<file path="config.mk">
export PLATFORM = sky130hd
export DESIGN_NAME = cp0_exc_ctrl_flat
export DESIGN_NICKNAME = d
export VERILOG_FILES = /design/src/rtl/cp0_pkg.sv /design/src/rtl/cp0_exc_ctrl_if.sv /design/src/rtl/cp0_exc_prio.sv /design/src/rtl/cp0_exc_ctrl.sv /design/src/flat_wrapper.sv
export SDC_FILE = /design/constraint.sdc
export NUM_CORES = 1
export LEC_CHECK = 0
export BUFFER_PORTS_ARGS = -buffer_cell sky130_fd_sc_hd__clkbuf_2
export CORE_MARGIN = 10
export CORE_UTILIZATION = 25
export DETAILED_ROUTE_END_ITERATION = 16
export GPL_ROUTABILITY_DRIVEN = 0
export PLACE_DENSITY = 0.55
export SLEW_MARGIN = 0
export SYNTH_ARGS = -nofsm -noshare
export SYNTH_HDL_FRONTEND = slang
export SYNTH_HIERARCHICAL = 1
export SYNTH_SLANG_ARGS = --single-unit
export TNS_END_PERCENT = 20
</file>
<file path="constraint.sdc">
create_clock -name clk -period 4.8 [get_ports clk]
set_input_delay 0.24 -clock clk [delete_from_list [all_inputs] [get_ports clk]]
set_output_delay 0.24 -clock clk [all_outputs]
set_load 0.05 [all_outputs]
</file>
<file path="src/rtl/cp0_pkg.sv">
// ============================================================================
// Module : cp0_pkg
// Brief  : Shared constants and types for the CP0 exception sequencer.
// Rev    : 1.0  initial release
// ============================================================================
`default_nettype none

package cp0_pkg;

    localparam logic [4:0] c_exc_int  = 5'd0;
    localparam logic [4:0] c_exc_adel = 5'd4;
    localparam logic [4:0] c_exc_ades = 5'd5;
    localparam logic [4:0] c_exc_sys  = 5'd8;
    localparam logic [4:0] c_exc_bp   = 5'd9;
    localparam logic [4:0] c_exc_ri   = 5'd10;
    localparam logic [4:0] c_exc_ov   = 5'd12;

    localparam logic [4:0] c_reg_badvaddr = 5'd8;
    localparam logic [4:0] c_reg_count    = 5'd9;
    localparam logic [4:0] c_reg_compare  = 5'd11;
    localparam logic [4:0] c_reg_status   = 5'd12;
    localparam logic [4:0] c_reg_cause    = 5'd13;
    localparam logic [4:0] c_reg_epc      = 5'd14;

    localparam int unsigned c_status_ie  = 0;
    localparam int unsigned c_status_exl = 1;
    localparam int unsigned c_status_bev = 22;
    localparam int unsigned c_cause_bd   = 31;

    localparam logic [31:0] c_status_rst   = 32'h0040_0000;
    // IE, EXL, IM and BEV are the only Status bits that hold state
    localparam logic [31:0] c_status_wmask = 32'h0040_FF03;

    typedef enum logic [0:0] {
        ST_RUN   = 1'b0,
        ST_FLUSH = 1'b1
    } state_t;

    typedef enum logic [1:0] {
        BV_NONE = 2'd0,
        BV_PC   = 2'd1,
        BV_DATA = 2'd2
    } bv_sel_t;

endpackage

`default_nettype wire

</file>
<file path="src/rtl/cp0_exc_ctrl_if.sv">
// ============================================================================
// Module : cp0_exc_ctrl_if
// Brief  : mfc0/mtc0 access bus between the pipeline and CP0.
// Rev    : 1.0  initial release
// ============================================================================
`default_nettype none

interface cp0_exc_ctrl_if;
    import cp0_pkg::*;

    logic [4:0]  cp0_addr;
    logic        mtc0_we;
    logic [31:0] cp0_wdata;
    logic [31:0] cp0_rdata;

    modport master (output cp0_addr, output mtc0_we, output cp0_wdata, input  cp0_rdata);
    modport slave  (input  cp0_addr, input  mtc0_we, input  cp0_wdata, output cp0_rdata);
endinterface

`default_nettype wire

</file>
<file path="src/rtl/cp0_exc_prio.sv">
// ============================================================================
// Module : cp0_exc_prio
// Brief  : Fixed-priority encoder from fault flags / pending interrupt to
//          take strobe, ExcCode and BadVAddr source.
// Rev    : 1.0  initial release
// ============================================================================
`default_nettype none

module cp0_exc_prio
    import cp0_pkg::*;
(
    input  logic       i_int_pending,
    input  logic       i_if_addr_fault,
    input  logic       i_ri_fault,
    input  logic       i_overflow,
    input  logic       i_syscall,
    input  logic       i_brk,
    input  logic       i_ld_addr_fault,
    input  logic       i_st_addr_fault,
    output logic       o_take,
    output logic [4:0] o_exc_code,
    output bv_sel_t    o_bv_sel
);

    always_comb begin
        o_take     = 1'b1;
        o_exc_code = c_exc_int;
        o_bv_sel   = BV_NONE;
        if (i_int_pending) begin
            o_exc_code = c_exc_int;
        end else if (i_if_addr_fault) begin
            o_exc_code = c_exc_adel;
            o_bv_sel   = BV_PC;
        end else if (i_ri_fault) begin
            o_exc_code = c_exc_ri;
        end else if (i_overflow) begin
            o_exc_code = c_exc_ov;
        end else if (i_syscall) begin
            o_exc_code = c_exc_sys;
        end else if (i_brk) begin
            o_exc_code = c_exc_bp;
        end else if (i_ld_addr_fault) begin
            o_exc_code = c_exc_adel;
            o_bv_sel   = BV_DATA;
        end else if (i_st_addr_fault) begin
            o_exc_code = c_exc_ades;
            o_bv_sel   = BV_DATA;
        end else begin
            o_take     = 1'b0;
        end
    end

endmodule

`default_nettype wire

</file>
<file path="src/rtl/cp0_exc_ctrl.sv">
// ============================================================================
// Module : cp0_exc_ctrl
// Brief  : CP0 exception/interrupt sequencer: Status/Cause/EPC/BadVAddr,
//          flush + redirect sequencing. Optional timer via CP0_TIMER_EN.
// Rev    : 1.0  initial release
// ============================================================================
`default_nettype none

module cp0_exc_ctrl
    import cp0_pkg::*;
#(
    parameter logic [31:0] EXC_VECTOR   = 32'hBFC0_0380,
    parameter int unsigned FLUSH_CYCLES = 2
) (
    input  logic                 clk,
    input  logic                 rst,
    input  logic                 if_addr_fault,
    input  logic                 ri_fault,
    input  logic                 overflow,
    input  logic                 syscall,
    input  logic                 brk,
    input  logic                 ld_addr_fault,
    input  logic                 st_addr_fault,
    input  logic [31:0]          pc_in,
    input  logic [31:0]          bad_vaddr_in,
    input  logic                 delay_slot,
    input  logic                 eret,
    input  logic [5:0]           hw_int,
    cp0_exc_ctrl_if.slave        cp0_bus,
    output logic                 flush,
    output logic                 redirect_valid,
    output logic [31:0]          redirect_pc,
    output logic                 exl,
    output logic [31:0]          epc_out
);

    localparam logic [3:0] c_flush_len = 4'(FLUSH_CYCLES);

    logic [31:0] r_status, r_epc, r_badvaddr, r_redirect_pc, w_redirect_pc_nxt;
    logic        r_bd, r_flush, w_flush_nxt, r_redirect_valid, w_redirect_valid_nxt;
    logic [1:0]  r_ip_sw;
    logic [4:0]  r_exc_code, w_exc_code;
    logic [5:0]  r_hw_ip, w_ip_hi;
    logic [3:0]  r_cnt, w_cnt_nxt;
    state_t      r_state, w_state_nxt;
    bv_sel_t     w_bv_sel;
    logic        w_int_pending, w_take, w_take_en, w_eret_en, w_exl;
    logic        w_wr_status, w_wr_cause, w_wr_epc;
    logic [31:0] w_cause;

    assign w_exl         = r_status[c_status_exl];
    assign w_int_pending = r_status[c_status_ie] & ~w_exl & (|({w_ip_hi, r_ip_sw} & r_status[15:8]));
    assign w_take_en     = (r_state == ST_RUN) & w_take;
    assign w_eret_en     = (r_state == ST_RUN) & eret & ~w_take;
    assign w_cause       = {r_bd, 15'b0, w_ip_hi, r_ip_sw, 1'b0, r_exc_code, 2'b0};
    assign w_wr_status   = cp0_bus.mtc0_we & (cp0_bus.cp0_addr == c_reg_status);
    assign w_wr_cause    = cp0_bus.mtc0_we & (cp0_bus.cp0_addr == c_reg_cause);
    assign w_wr_epc      = cp0_bus.mtc0_we & (cp0_bus.cp0_addr == c_reg_epc);

    cp0_exc_prio u_prio (
        .i_int_pending   (w_int_pending),
        .i_if_addr_fault (if_addr_fault),
        .i_ri_fault      (ri_fault),
        .i_overflow      (overflow),
        .i_syscall       (syscall),
        .i_brk           (brk),
        .i_ld_addr_fault (ld_addr_fault),
        .i_st_addr_fault (st_addr_fault),
        .o_take          (w_take),
        .o_exc_code      (w_exc_code),
        .o_bv_sel        (w_bv_sel)
    );

    // Hardware interrupt lines are sampled every cycle and carry no reset value
    always_ff @(posedge clk) begin
        r_hw_ip <= hw_int;
    end

`ifdef CP0_TIMER_EN
    logic        r_tick, r_timer_int;
    logic [31:0] r_count, r_compare;

    always_ff @(posedge clk or posedge rst) begin
        if (rst) begin
            r_tick      <= 1'b0;
            r_count     <= '0;
            r_compare   <= '0;
            r_timer_int <= 1'b0;
        end else begin
            r_tick <= ~r_tick;
            if (r_tick) begin
                r_count <= r_count + 32'd1;
                if (r_count + 32'd1 == r_compare)
                    r_timer_int <= 1'b1;
            end
            if (cp0_bus.mtc0_we && cp0_bus.cp0_addr == c_reg_count)
                r_count <= cp0_bus.cp0_wdata;
            if (cp0_bus.mtc0_we && cp0_bus.cp0_addr == c_reg_compare) begin
                r_compare   <= cp0_bus.cp0_wdata;
                r_timer_int <= 1'b0;
            end
        end
    end

    assign w_ip_hi = {r_hw_ip[5] | r_timer_int, r_hw_ip[4:0]};
`else
    assign w_ip_hi = r_hw_ip;
`endif

    always_comb begin
        cp0_bus.cp0_rdata = '0;
        case (cp0_bus.cp0_addr)
            c_reg_badvaddr: cp0_bus.cp0_rdata = r_badvaddr;
            c_reg_status:   cp0_bus.cp0_rdata = r_status;
            c_reg_cause:    cp0_bus.cp0_rdata = w_cause;
            c_reg_epc:      cp0_bus.cp0_rdata = r_epc;
`ifdef CP0_TIMER_EN
            c_reg_count:    cp0_bus.cp0_rdata = r_count;
            c_reg_compare:  cp0_bus.cp0_rdata = r_compare;
`endif
            default:        cp0_bus.cp0_rdata = '0;
        endcase
    end

    // mtc0 effects are applied first so that a same-cycle take overrides them
    always_ff @(posedge clk or posedge rst) begin
        if (rst) begin
            r_status   <= c_status_rst;
            r_epc      <= '0;
            r_badvaddr <= '0;
            r_bd       <= 1'b0;
            r_ip_sw    <= '0;
            r_exc_code <= '0;
        end else begin
            if (w_wr_status)
                r_status <= (r_status & ~c_status_wmask) | (cp0_bus.cp0_wdata & c_status_wmask);
            if (w_wr_cause)
                r_ip_sw <= cp0_bus.cp0_wdata[9:8];
            if (w_wr_epc)
                r_epc <= cp0_bus.cp0_wdata;
            if (w_take_en) begin
                r_exc_code             <= w_exc_code;
                r_status[c_status_exl] <= 1'b1;
                if (!w_exl) begin
                    r_epc <= delay_slot ? (pc_in - 32'd4) : pc_in;
                    r_bd  <= delay_slot;
                end
                if (w_bv_sel == BV_PC)
                    r_badvaddr <= pc_in;
                else if (w_bv_sel == BV_DATA)
                    r_badvaddr <= bad_vaddr_in;
            end else if (w_eret_en) begin
                r_status[c_status_exl] <= 1'b0;
            end
        end
    end

    always_ff @(posedge clk or posedge rst) begin
        if (rst) begin
            r_state          <= ST_RUN;
            r_cnt            <= '0;
            r_flush          <= 1'b0;
            r_redirect_valid <= 1'b0;
            r_redirect_pc    <= '0;
        end else begin
            r_state          <= w_state_nxt;
            r_cnt            <= w_cnt_nxt;
            r_flush          <= w_flush_nxt;
            r_redirect_valid <= w_redirect_valid_nxt;
            r_redirect_pc    <= w_redirect_pc_nxt;
        end
    end

    // r_cnt holds FLUSH_CYCLES..1 across the flush window; redirect lands on 1
    always_comb begin
        w_state_nxt          = r_state;
        w_cnt_nxt            = r_cnt;
        w_flush_nxt          = r_flush;
        w_redirect_valid_nxt = 1'b0;
        w_redirect_pc_nxt    = r_redirect_pc;
        case (r_state)
            ST_RUN: begin
                if (w_take_en || w_eret_en) begin
                    w_state_nxt          = ST_FLUSH;
                    w_cnt_nxt            = c_flush_len;
                    w_flush_nxt          = 1'b1;
                    w_redirect_valid_nxt = (c_flush_len == 4'd1);
                    w_redirect_pc_nxt    = w_take_en ? EXC_VECTOR : r_epc;
                end
            end
            ST_FLUSH: begin
                w_cnt_nxt = r_cnt - 4'd1;
                if (r_cnt == 4'd1) begin
                    w_state_nxt = ST_RUN;
                    w_flush_nxt = 1'b0;
                end else begin
                    w_redirect_valid_nxt = (r_cnt == 4'd2);
                end
            end
            default: begin
                w_state_nxt = ST_RUN;
                w_flush_nxt = 1'b0;
            end
        endcase
    end

    assign flush          = r_flush;
    assign redirect_valid = r_redirect_valid;
    assign redirect_pc    = r_redirect_pc;
    assign exl            = w_exl;
    assign epc_out        = r_epc;

endmodule

`default_nettype wire

</file>
<file path="src/flat_wrapper.sv">
// flat-port wrapper written by rule: the top's interface ports become plain ports
module cp0_exc_ctrl_flat import cp0_pkg::*;
#(
    parameter logic [31:0] EXC_VECTOR   = 32'hBFC0_0380,
    parameter int unsigned FLUSH_CYCLES = 2
)
  (clk, rst, if_addr_fault, ri_fault, overflow, syscall, brk, ld_addr_fault, st_addr_fault, pc_in, bad_vaddr_in, delay_slot, eret, hw_int, flush, redirect_valid, redirect_pc, exl, epc_out, cp0_bus_cp0_addr, cp0_bus_mtc0_we, cp0_bus_cp0_wdata, cp0_bus_cp0_rdata);
  cp0_exc_ctrl_if cp0_bus_i ();
  input  logic clk;
  input  logic rst;
  input  logic if_addr_fault;
  input  logic ri_fault;
  input  logic overflow;
  input  logic syscall;
  input  logic brk;
  input  logic ld_addr_fault;
  input  logic st_addr_fault;
  input  logic [31:0] pc_in;
  input  logic [31:0] bad_vaddr_in;
  input  logic delay_slot;
  input  logic eret;
  input  logic [5:0] hw_int;
  output logic flush;
  output logic redirect_valid;
  output logic [31:0] redirect_pc;
  output logic exl;
  output logic [31:0] epc_out;
  input wire logic [$bits(cp0_bus_i.cp0_addr)-1:0] cp0_bus_cp0_addr;
  input wire logic [$bits(cp0_bus_i.mtc0_we)-1:0] cp0_bus_mtc0_we;
  input wire logic [$bits(cp0_bus_i.cp0_wdata)-1:0] cp0_bus_cp0_wdata;
  output wire logic [$bits(cp0_bus_i.cp0_rdata)-1:0] cp0_bus_cp0_rdata;
  assign cp0_bus_i.cp0_addr = cp0_bus_cp0_addr;
  assign cp0_bus_i.mtc0_we = cp0_bus_mtc0_we;
  assign cp0_bus_i.cp0_wdata = cp0_bus_cp0_wdata;
  assign cp0_bus_cp0_rdata = cp0_bus_i.cp0_rdata;
  cp0_exc_ctrl #(.EXC_VECTOR(EXC_VECTOR), .FLUSH_CYCLES(FLUSH_CYCLES)) u_core (.clk(clk), .rst(rst), .if_addr_fault(if_addr_fault), .ri_fault(ri_fault), .overflow(overflow), .syscall(syscall), .brk(brk), .ld_addr_fault(ld_addr_fault), .st_addr_fault(st_addr_fault), .pc_in(pc_in), .bad_vaddr_in(bad_vaddr_in), .delay_slot(delay_slot), .eret(eret), .hw_int(hw_int), .cp0_bus(cp0_bus_i), .flush(flush), .redirect_valid(redirect_valid), .redirect_pc(redirect_pc), .exl(exl), .epc_out(epc_out));
endmodule
</file>
==> results of run 1 <==
## cells in the mapped netlist (2+ instances only)
cell type  count
a31oi_1       17
xnor2_1        8
buf_4          2
dfrtp_1      121
ha_1           5
or2_2          8
mux2i_1       40
or4_1         21
nand4_1        3
clkbuf_1      49
o31ai_1       12
a311oi_1       2
and3b_1        3
nand3_1       35
a22o_1        16
nor3b_1        4
nor2_1        46
buf_1          2
nand2_1       88
and3_1        25
nor4_1         3
dfxtp_1        6
nand2b_1       2
nor3_1         9
nor4bb_1       2
or3_1          8
xor2_1         3
mux2_2        18
and2_1         3
a222oi_1       9
buf_2          2
a22oi_1       18
inv_1         18
a211oi_1      25
o21ai_0       12
a21oi_1       46
## metal layers
metal / part of all wire [%] / vias up
met1: 43 / 3122
met4: 1.1 / 4
li1: - / 2995
met5: 0.083 / -
met2: 48 / 250
met3: 7.5 / 20
## kinds of logic after synthesis
family	after synthesis	share of synthesized area, %
adder cells (fa/ha/maj)	5	0.935
AND/OR/NAND/NOR	268	20.4
buffers and inverters	74	4.32
flip-flops	128	47.4
other	1	0.0560
XOR/XNOR	11	1.44
AO/OA/AOI/OAI	162	16.4
multiplexers	58	9.01
## power by group
| part | internal (mW) | leakage [nW] | total [mW] | switching (mW) |
|---|---|---|---|---|
| Clock | 0.872 | 0.303 | 1.37 | 0.496 |
| Sequential | 1.44 | 1.49 | 1.86 | 0.423 |
| Combinational | 0.461 | 2.51 | 1.56 | 1.10 |
| Total | 2.77 | 4.30 | 4.79 | 2.02 |
## area by class of cell
class	count	share of cell area, %
tap	335	4.76
clock inverter	9	1.48
multi-input combinational	505	37.2
inverter	18	0.824
antenna	1	0.0284
sequential	128	36.1
clock buffer	23	5.54
timing repair buffer	235	14.1
## timing repair
item / in CTS / in global routing
hold endpoints to repair: 79 / 0
hold buffers: 7 / 0
setup endpoints to repair: 0 / 0
## state kept, by name (all words and copies together) (netlist names)
name / cells
u_core/flush: 1
u_core/r_state: 1
u_core/r_exc_code: 5
u_core/r_bd: 1
u_core/r_cnt: 4
u_core/redirect_valid: 1
u_core/epc_out: 32
u_core/redirect_pc: 32
u_core/r_ip_sw: 2
u_core/r_badvaddr: 32
u_core/r_hw_ip: 6
u_core/r_status: 11
## how the worst max path moves through the flow
| stage | endpoint | slack (ns) | cells after the start |
|---|---|---|---|
| 3_3_place_gp | u_core/r_badvaddr[23] | 1.67 | 12 |
| 4_1_cts | u_core/r_badvaddr[18] | 1.56 | 12 |
| 5_1_grt | u_core/r_badvaddr[30] | 1.31 | 12 |
| 3_5_place_dp | u_core/r_badvaddr[18] | 1.58 | 12 |
| 6_report | u_core/r_badvaddr[30] | 1.57 | 12 |
| 2_1_floorplan | u_core/epc_out[0] | 1.32 | 1 |
## per-stage QoR
step | instances | worst slack, ns | hold WS (ns) | utilization (%)
finish | 1254 | 1.57 | 0.0643 | 33.6
global route | 1254 | 1.31 | 0.0614 | 33.6
CTS | 1253 | 1.56 | 0.0418 | 33.6
detailed placement | 1214 | 1.58 | 0.344 | 31.0
global placement | 1214 | 1.67 | 0.345 | 31.0
floorplan | 707 | 1.32 | 0.268 | -
## critical path, stage by stage (launching register included)
cell and delay [ns]:
dfrtp_1 0.39, a22o_1 0.24, a221oi_1 0.27, a311oi_1 0.26
nor2_1 0.22, nand2_1 0.10, nor2_1 0.11, inv_1 0.05
ha_2 0.27, nor2_4 0.57, buf_4 0.45, nor2_1 0.07
a21oi_1 0.14
==> run metrics, run 1 <==
first-pass GRT wire length=about 40 mm; vias in the first global route=approximately 6500; FF-to-FF setup slack=approximately 1.6 ns; Hold Path Sink=u_core/epc_out[1]; Fillers=2728; initial antenna violation count=3; CTS Buf Count=17; crit-path max FO=33; Routed Wire Length=~28 mm; port bufs=approximately 220; gr usage total=16.0%; share of synthesized registers carrying an async set or reset=between 90% and 100%; layout cells sized above 1=between 30% and 40%; R2R depth=12; total grt overflow=0; Min-Delay Path Class=input pin to register; register area share after synthesis=47.4%; fin. max-slew vios=0; TritonCTS Sinks=roughly 130; Post-CTS Setup Bufs=0; routing usage on met3=under 10%; Top FF cell, synth=dfrtp_1; hold path depth=3; pwr dens=544 nW/µm²; Mapped Nets=~830; CP arrival=approximately 3.6 ns; Via density=~5.1; core area=26200 µm²; Final Hold Viols=0; dominant cell type by area after synthesis=dfrtp_1; die area=approximately 34000 µm²; cell area after layout=between 8000 and 9000 µm²; post-cts sizing count=0; Row Count=a little under 60; Area Growth Syn to Fin=31.5%; commonest non-fill, non-tap cell in the layout=clkbuf_2; DRT Pass-1 Iters=5; IO Pins=between 200 and 250; FF-to-FF Start=u_core/r_status[12]; share of the synthesized area in the top cell type=between 40 and 50%; post-placement cell area=between 8000 and 9000 µm²; Post-Synthesis Cells=707; FF/Latch Area=3170 µm²; Most Crowded Layer GR=met2; total power draw=about 4.8 mW; Crit. Startpoint=u_core/r_status[12]; CP required=about 5.1 ns; multi-input logic area=about 3300 µm²; EDFF count, synth=0; Root Driver=clkbuf_16; Synth Register Bits=~130; Final Critical Period=3.23 ns; Starting Density=between 20 and 30%; Fmax=a little over 300 MHz; Clock transition at path regs=approximately 0.060 ns; syn avg cell area=approximately 9.5 µm²; type of element launching the critical path=register; GRT met1 Usage=20.4%; Yosys Warn Count=6; antenna-violating nets left=0; Worst Min Path Start=pc_in[1]; via count=6391; setup violators final=0; WL/cell=22.0 µm; max_slew headroom=a little under a third; Setup crit end kind=register; Iteration-0 DRC Markers=roughly 520; Synth cell types=52; Pleak=about 4.3 nW; Slew @ Worst Pin=1.03 ns; grt met2 use=about a quarter; RSZ-0062 raised after global routing=no; Max IR drop VDD=0.224 mV; largest cells by area after synthesis=dfrtp_1, mux2i_1, nand2_1; outcome=completed; DIE HEIGHT=around 180 µm; DRC=0; Worst Skew=slightly above 0.01 ns; most frequent cells in the layout=clkbuf_2, dfrtp_1, nand2_1, a21oi_1, nor2_1; Crit Path Class=register to register; DPL Wire Length=20.8 mm; Clock Path Buffers=2; Skew-Pair Late Insertion Delay=roughly 0.42 ns; H-tree Lvls=4; period utilisation layout=a little under 70%; die width=approximately 180 µm; maxcap violations=0; largest net degree at the start of global routing=75; synthesized area=6690 µm²; TNS Setup=0 ns; CTS tree=yes; Nets=1029; R2R Path End=u_core/r_badvaddr[30]
Power figures use the tool's default switching activity.
==> inputs of run 2 (changes only) <==
Settings changed: ABC_AREA set to 1, PLACE_DENSITY 0.55 to 0.57.
Clock period 4.8 ns to 2.86 ns, I/O delays scaled along.
==> run metrics, run 2 <==
total grt overflow=0; crit path buf inv count=4; Min-Delay Path Class=input pin to register; Max IR drop VDD=roughly 0.4 mV; Final Util=between 30 and 40%; core area=27200 µm²; Row Count=60; Cell Chain, Critical Path=inv_1 -> o22ai_1 -> a221oi_2 -> a21oi_1 -> inv_1 -> nand4_1 -> inv_1 -> nand2_1 -> nand2_2 -> nor2_4 -> buf_4 -> o21ai_0 -> a21oi_1 -> nor2_1; share of synthesized registers carrying an async set or reset=95.3%; TNS Setup=0 ns; RSZ-0062 raised after global routing=no; most frequent cell after synthesis=nand2_1; Root Driver=clkbuf_16; slowest cell on the critical path=buf_4; Setup crit end kind=register; WL/cell=roughly 18 µm; routing usage on met3=approximately 5.3%; register area share after synthesis=45.7%; pwr dens=around 850 nW/µm²; FF-to-FF Start=u_core/r_status[15]; crit-path max FO=25; DRT Pass-1 Iters=5; Fillers=between 2000 and 3000; Clock Path Buffers=2; dominant cell type by area after synthesis=dfrtp_1; CTS tree=yes; Final Hold Viols=0; Synth Register Bits=128; largest cells by area after synthesis=dfrtp_1, nand2_1, o21ai_0; Post-CTS Setup Bufs=0; Nets=approximately 1300; commonest non-fill, non-tap cell in the layout=clkbuf_2; Stages on worst setup path=14; GRT met1 Usage=about a fifth; Crit Path Class=register to register; Routed Wire Length=28.8 mm; FF-to-FF setup slack=roughly 0.26 ns; Worst path top cell family by delay=compound AO/OA/AOI/OAI gates; most frequent cells in the layout=clkbuf_2, nand2_1, inv_1, dfrtp_1, o21ai_0; R2R Path End=u_core/epc_out[15]; share of the synthesized area in the top cell type=43.6%; layout cells sized above 1=about a quarter; Fmax=around 380 MHz; CP required=between 3 and 4 ns; Final Critical Period=~2.6 ns; FF/Latch Area=3170 µm²; Crit path largest cell delay=approximately 0.35 ns; Mapped Nets=about 1000; max_slew headroom=about three fifths; DIE HEIGHT=187 µm; maxcap violations=0; fin. max-slew vios=0; via count=between 7000 and 8000; top cells by count, synth=nand2_1, inv_1, dfrtp_1, o21ai_0, nor2_1; Crit. Startpoint=u_core/r_status[15]; first-pass GRT wire length=approximately 45 mm; period utilisation layout=about nine tenths; die width=roughly 190 µm; TritonCTS Sinks=128; synthesized area=between 6000 and 7000 µm²; gr usage total=between 10% and 20%; syn avg cell area=7.73 µm²; DPL Wire Length=~22 mm; Area Growth Syn to Fin=39.0%; Clock transition at path regs=~0.06 ns; DRC=0; port bufs=217; outcome=completed; setup violators final=0; Starting Density=between 20% and 30%; antenna-violating nets left=0; Skew-Pair Late Insertion Delay=0.42 ns; CP arrival=2.90 ns; Yosys Warn Count=6; Top FF cell, synth=dfrtp_1; Iteration-0 DRC Markers=slightly below 500; most used cell, CP=inv_1; H-tree Lvls=4; largest net degree at the start of global routing=75; die area=between 30000 and 40000 µm²; grt met2 use=26.5%; Via density=roughly 4.6; Post-Synthesis Cells=about 900; Worst Skew=roughly 0.0094 ns; type of element launching the critical path=register; EDFF count, synth=0; initial antenna violation count=3; last element of the critical path=u_core/epc_out[15]; Slew @ Worst Pin=just under 0.6 ns; multi-input logic area=around 3000 µm²; IO Pins=218; Most Crowded Layer GR=met2; Pleak=around 4.8 nW; vias in the first global route=around 7500; R2R depth=14; Synth cell types=42; CTS Buf Count=17
## run 2: cell count changes after synthesis, sizes merged, moves of 22 or more
cell / before / now
a211oi: 25 / 2
and3: 25 / 0
clkbuf: 50 / 21
inv: 18 / 157
mux2i: 40 / 0
nand2: 88 / 180
o211ai: 0 / 49
o21ai: 12 / 125
or4: 22 / 0
## run 2: how the worst min path moves through the flow
stage | from | end | slack [ns] | cells after the start
floorplan | hw_int[0] | u_core/r_hw_ip[0] | 0.17 | 0
global placement | hw_int[2] | u_core/r_hw_ip[2] | 0.25 | 1
detailed placement | hw_int[3] | u_core/r_hw_ip[3] | 0.25 | 1
CTS | cp0_bus_cp0_wdata[14] | u_core/r_status[14] | 0.0008 | 3
global route | pc_in[1] | u_core/epc_out[1] | 0.01 | 3
finish | cp0_bus_cp0_wdata[17] | u_core/epc_out[17] | 0.01 | 3
## run 2: worst min-delay path, cell delays in order
cell      delay, ns
clkbuf_2       0.09
a211oi_1       0.06
nor2_1         0.09
## run 2: per-layer routing
metal	up-vias	wire [µm]
li1	3519	-
met1	3442	12800
met2	218	13600
met3	20	2030
met4	0	361
met5	-	0
## run 2: stage by stage
stage          setup slack, ns  hold slack, ns  area [µm²]  power (mW)  instances
2_1_floorplan            0.614           0.171        6950        4.96        899
3_3_place_gp             0.314           0.247        8510        5.94       1468
3_5_place_dp             0.258           0.247        8510        5.97       1468
5_1_grt                0.00567         0.00996        9650        8.72       1556
4_1_cts                  0.233        0.000770        9630        8.26       1554
6_report                 0.262          0.0135        9650        8.19       1558
## run 2: cells by family (layout without fill, tap and decap cells)
family / after synthesis / in the layout / synth area share [%]
simple gates: 306 / 306 / 19.4
compound gates: 254 / 254 / 21.5
buf+inv: 198 / 482 / 11.3
flops: 128 / 128 / 45.7
mux: 6 / 6 / 1.03
fa+ha+maj: 5 / 5 / 0.900
other cells: 1 / 4 / 0.0540
xor+xnor: 1 / 1 / 0.126
## run 2: power breakdown
group / total, mW / leakage (nW) / switching, mW / internal, mW
sequential: 2.75 / 1.51 / 0.336 / 2.41
clock: 2.20 / 0.287 / 0.903 / 1.30
combinational: 3.24 / 3.01 / 2.36 / 0.880
## run 2: final cells by class
type                            instances  area share [%]
Antenna cell                            3          0.0778
Clock inverter                         14            1.61
Clock buffer                           18            4.45
Sequential cell                       128            32.9
Inverter                              158            6.19
Multi-Input combinational cell        573            31.1
Tap cell                              372            4.82
Timing Repair Buffer                  292            18.9
## run 2: what timing repair did
item                                   CTS  global route
resized for setup                        0             1
hold buffers                            54             1
setup endpoints to repair                0            11
endpoints found under the hold margin  178             1
==> inputs of run 3 (changes only) <==
--- a/config.mk
+++ b/config.mk
@@ -9,8 +9,8 @@
 export BUFFER_PORTS_ARGS = -buffer_cell sky130_fd_sc_hd__clkbuf_2
 export CORE_MARGIN = 10
-export CORE_UTILIZATION = 25
+export CORE_UTILIZATION = 47
 export DETAILED_ROUTE_END_ITERATION = 16
 export GPL_ROUTABILITY_DRIVEN = 0
-export PLACE_DENSITY = 0.57
+export PLACE_DENSITY = 0.87
 export SLEW_MARGIN = 0
 export SYNTH_ARGS = -nofsm -noshare
==> constraint.sdc (replaced) <==
create_clock -name clk -period 2.86 [get_ports clk]
set_input_delay 0.143 -clock clk [delete_from_list [all_inputs] [get_ports clk]]
set_output_delay 0.143 -clock clk [all_outputs]
set_load 0.01 [all_outputs]
==> run metrics, run 3 (same netlist as run 2, synthesis figures left out) <==
Final Critical Period=between 2 and 3 ns; R2R Path End=u_core/epc_out[21]; pwr dens=just under 800 nW/µm²; layout cells sized above 1=about a quarter; die width=approximately 140 µm; die area=around 20000 µm²; Comb pwr share=between 30% and 40%; multi-input logic area=between 2000 and 3000 µm²; cell internal pwr=4.67 mW; commonest non-fill, non-tap cell in the layout=clkbuf_2; Starting Density=a little under half; Via density=5.56; Nets=roughly 1300; post-cts sizing count=0; gr usage total=around 25%; fin. max-slew vios=0; Place WS=about 0.26 ns; cell area after layout=9330 µm²; type of element launching the critical path=register; Post-CTS Setup Bufs=0; DRT Pass-1 Iters=8; period utilisation layout=96.0%; H-tree Lvls=4; Iteration-0 DRC Markers=833; CTS tree=yes; Routed Wire Length=between 20 and 30 mm; FF-to-FF setup slack=0.11 ns; RSZ-0062 raised after global routing=yes; Hold WS=0.000732 ns; Final Hold Viols=0; Setup crit end kind=register; largest net degree at the start of global routing=between 70 and 80; FF-to-FF Start=u_core/r_status[14]; IO Pins=between 200 and 250; initial antenna violation count=3; Min-Delay Path Class=input pin to register; max_slew headroom=a little over half; Fmax=364 MHz; most frequent cells in the layout=clkbuf_2, nand2_1, inv_1, dfrtp_1, o21ai_0; vias in the first global route=between 7000 and 8000; via count=roughly 7600; setup violators final=0; Pleak=4.77 nW; outcome=completed; Area Growth Syn to Fin=34.3%; TritonCTS Sinks=~130; maxcap violations=0; total grt overflow=0; FF/Latch Area=around 3200 µm²; Crit Path Class=register to register; clock network power share=slightly below 30%; Root Driver=clkbuf_16; port bufs=about 220; CP arrival=3.06 ns; Worst Min Path Start=bad_vaddr_in[30]; Sw Share=between 30% and 40%; DRC=0; Fillers=between 1000 and 1500; total power draw=about 7.3 mW; R2R depth=15; first-pass GRT wire length=40.2 mm; WL/cell=roughly 19 µm; sequential power share=38.2%; post-placement cell area=between 8000 and 9000 µm²; core area=14500 µm²; CP required=approximately 3.2 ns; final setup margin=0.113 ns; Clock transition at path regs=around 0.05 ns; Clock Path Buffers=2; DPL Wire Length=~19 mm; Worst Skew=between 0.009 and 0.01 ns; CTS Buf Count=17; Final Util=approximately 64%; Skew-Pair Late Insertion Delay=0.43 ns; Slew @ Worst Pin=roughly 0.68 ns; crit-path max FO=12; hold path depth=3; DIE HEIGHT=roughly 140 µm; sw power=between 2 and 3 mW; Hold Path Sink=u_core/r_badvaddr[30]; Max IR drop VDD=between 0.4 and 0.5 mV; antenna-violating nets left=0; Row Count=44
[run 3: changes by cell type in the layout (fill, tap and decap cells not counted), sizes merged]
| cell | before | now |
|---|---|---|
| clkinvlp | 2 | 1 |
| buf | 20 | 16 |
| inv | 161 | 156 |
| clkinv | 7 | 4 |
| dlygate4sd3 | 55 | 48 |
| clkbuf | 235 | 244 |
[run 3: critical path, cell delays in order (launching register included)]
cell and delay [ns]:
dfrtp_1 0.36, inv_1 0.10, o22ai_1 0.09, a221oi_1 0.35, a21oi_1 0.21, inv_1 0.12, nand4_1 0.15, inv_1 0.09
nand2_1 0.10, nand2_2 0.21, nor2_4 0.05, inv_1 0.31, buf_4 0.23, o211ai_1 0.10, nand2_1 0.11, inv_1 0.05
[run 3: area by class of cell]
class	instances	area share [%]
antenna	3	0.0805
clock buffer	27	5.50
clock inverter	5	0.805
inverter	158	6.41
multi-input combinational	573	32.1
sequential	128	34.0
tap	184	2.47
timing repair buffer	281	18.6
[run 3: through the flow]
| stage | instances | setup TNS [ns] |
|---|---|---|
| final | 1359 | 0 |
| after floorplan | 899 | 0 |
| after global placement | 1276 | 0 |
| after global routing | 1359 | -0.568 |
| after detailed placement | 1276 | 0 |
| after CTS | 1356 | 0 |
[run 3: worst max-delay path by stage]
stage,start,endpoint,slack [ns],cells after the start
after floorplan,u_core/r_ip_sw[0],u_core/r_badvaddr[10],0.76,13
after global placement,u_core/r_status[15],u_core/epc_out[5],0.41,14
after detailed placement,u_core/r_status[15],u_core/epc_out[9],0.26,15
after CTS,u_core/r_status[14],u_core/epc_out[9],0.21,15
after global routing,u_core/r_status[8],u_core/epc_out[5],-0.10,14
final,u_core/r_status[14],u_core/epc_out[21],0.11,15
[run 3: per-layer routing]
layer	global-route usage (%)	share of wire, %	vias up
met1	30.6	39	3553
li1	-	-	3509
met4	11.1	3.3	0
met5	0	0	-
met2	40.7	48	430
met3	7.14	9.9	66
[run 3: power groups by stage]
stage / registers, mW / clock network, mW / logic, mW
2_1_floorplan: 2.83 / 0 / 1.26
3_3_place_gp: 2.78 / 0 / 2.15
3_5_place_dp: 2.80 / 0 / 2.24
4_1_cts: 2.78 / 2.19 / 2.31
5_1_grt: 2.84 / 2.28 / 2.60
6_report: 2.79 / 2.17 / 2.33
[run 3: what timing repair did]
item	CTS	global route
setup endpoints to repair	0	13
hold buffers	48	0
endpoints found under the hold margin	170	0
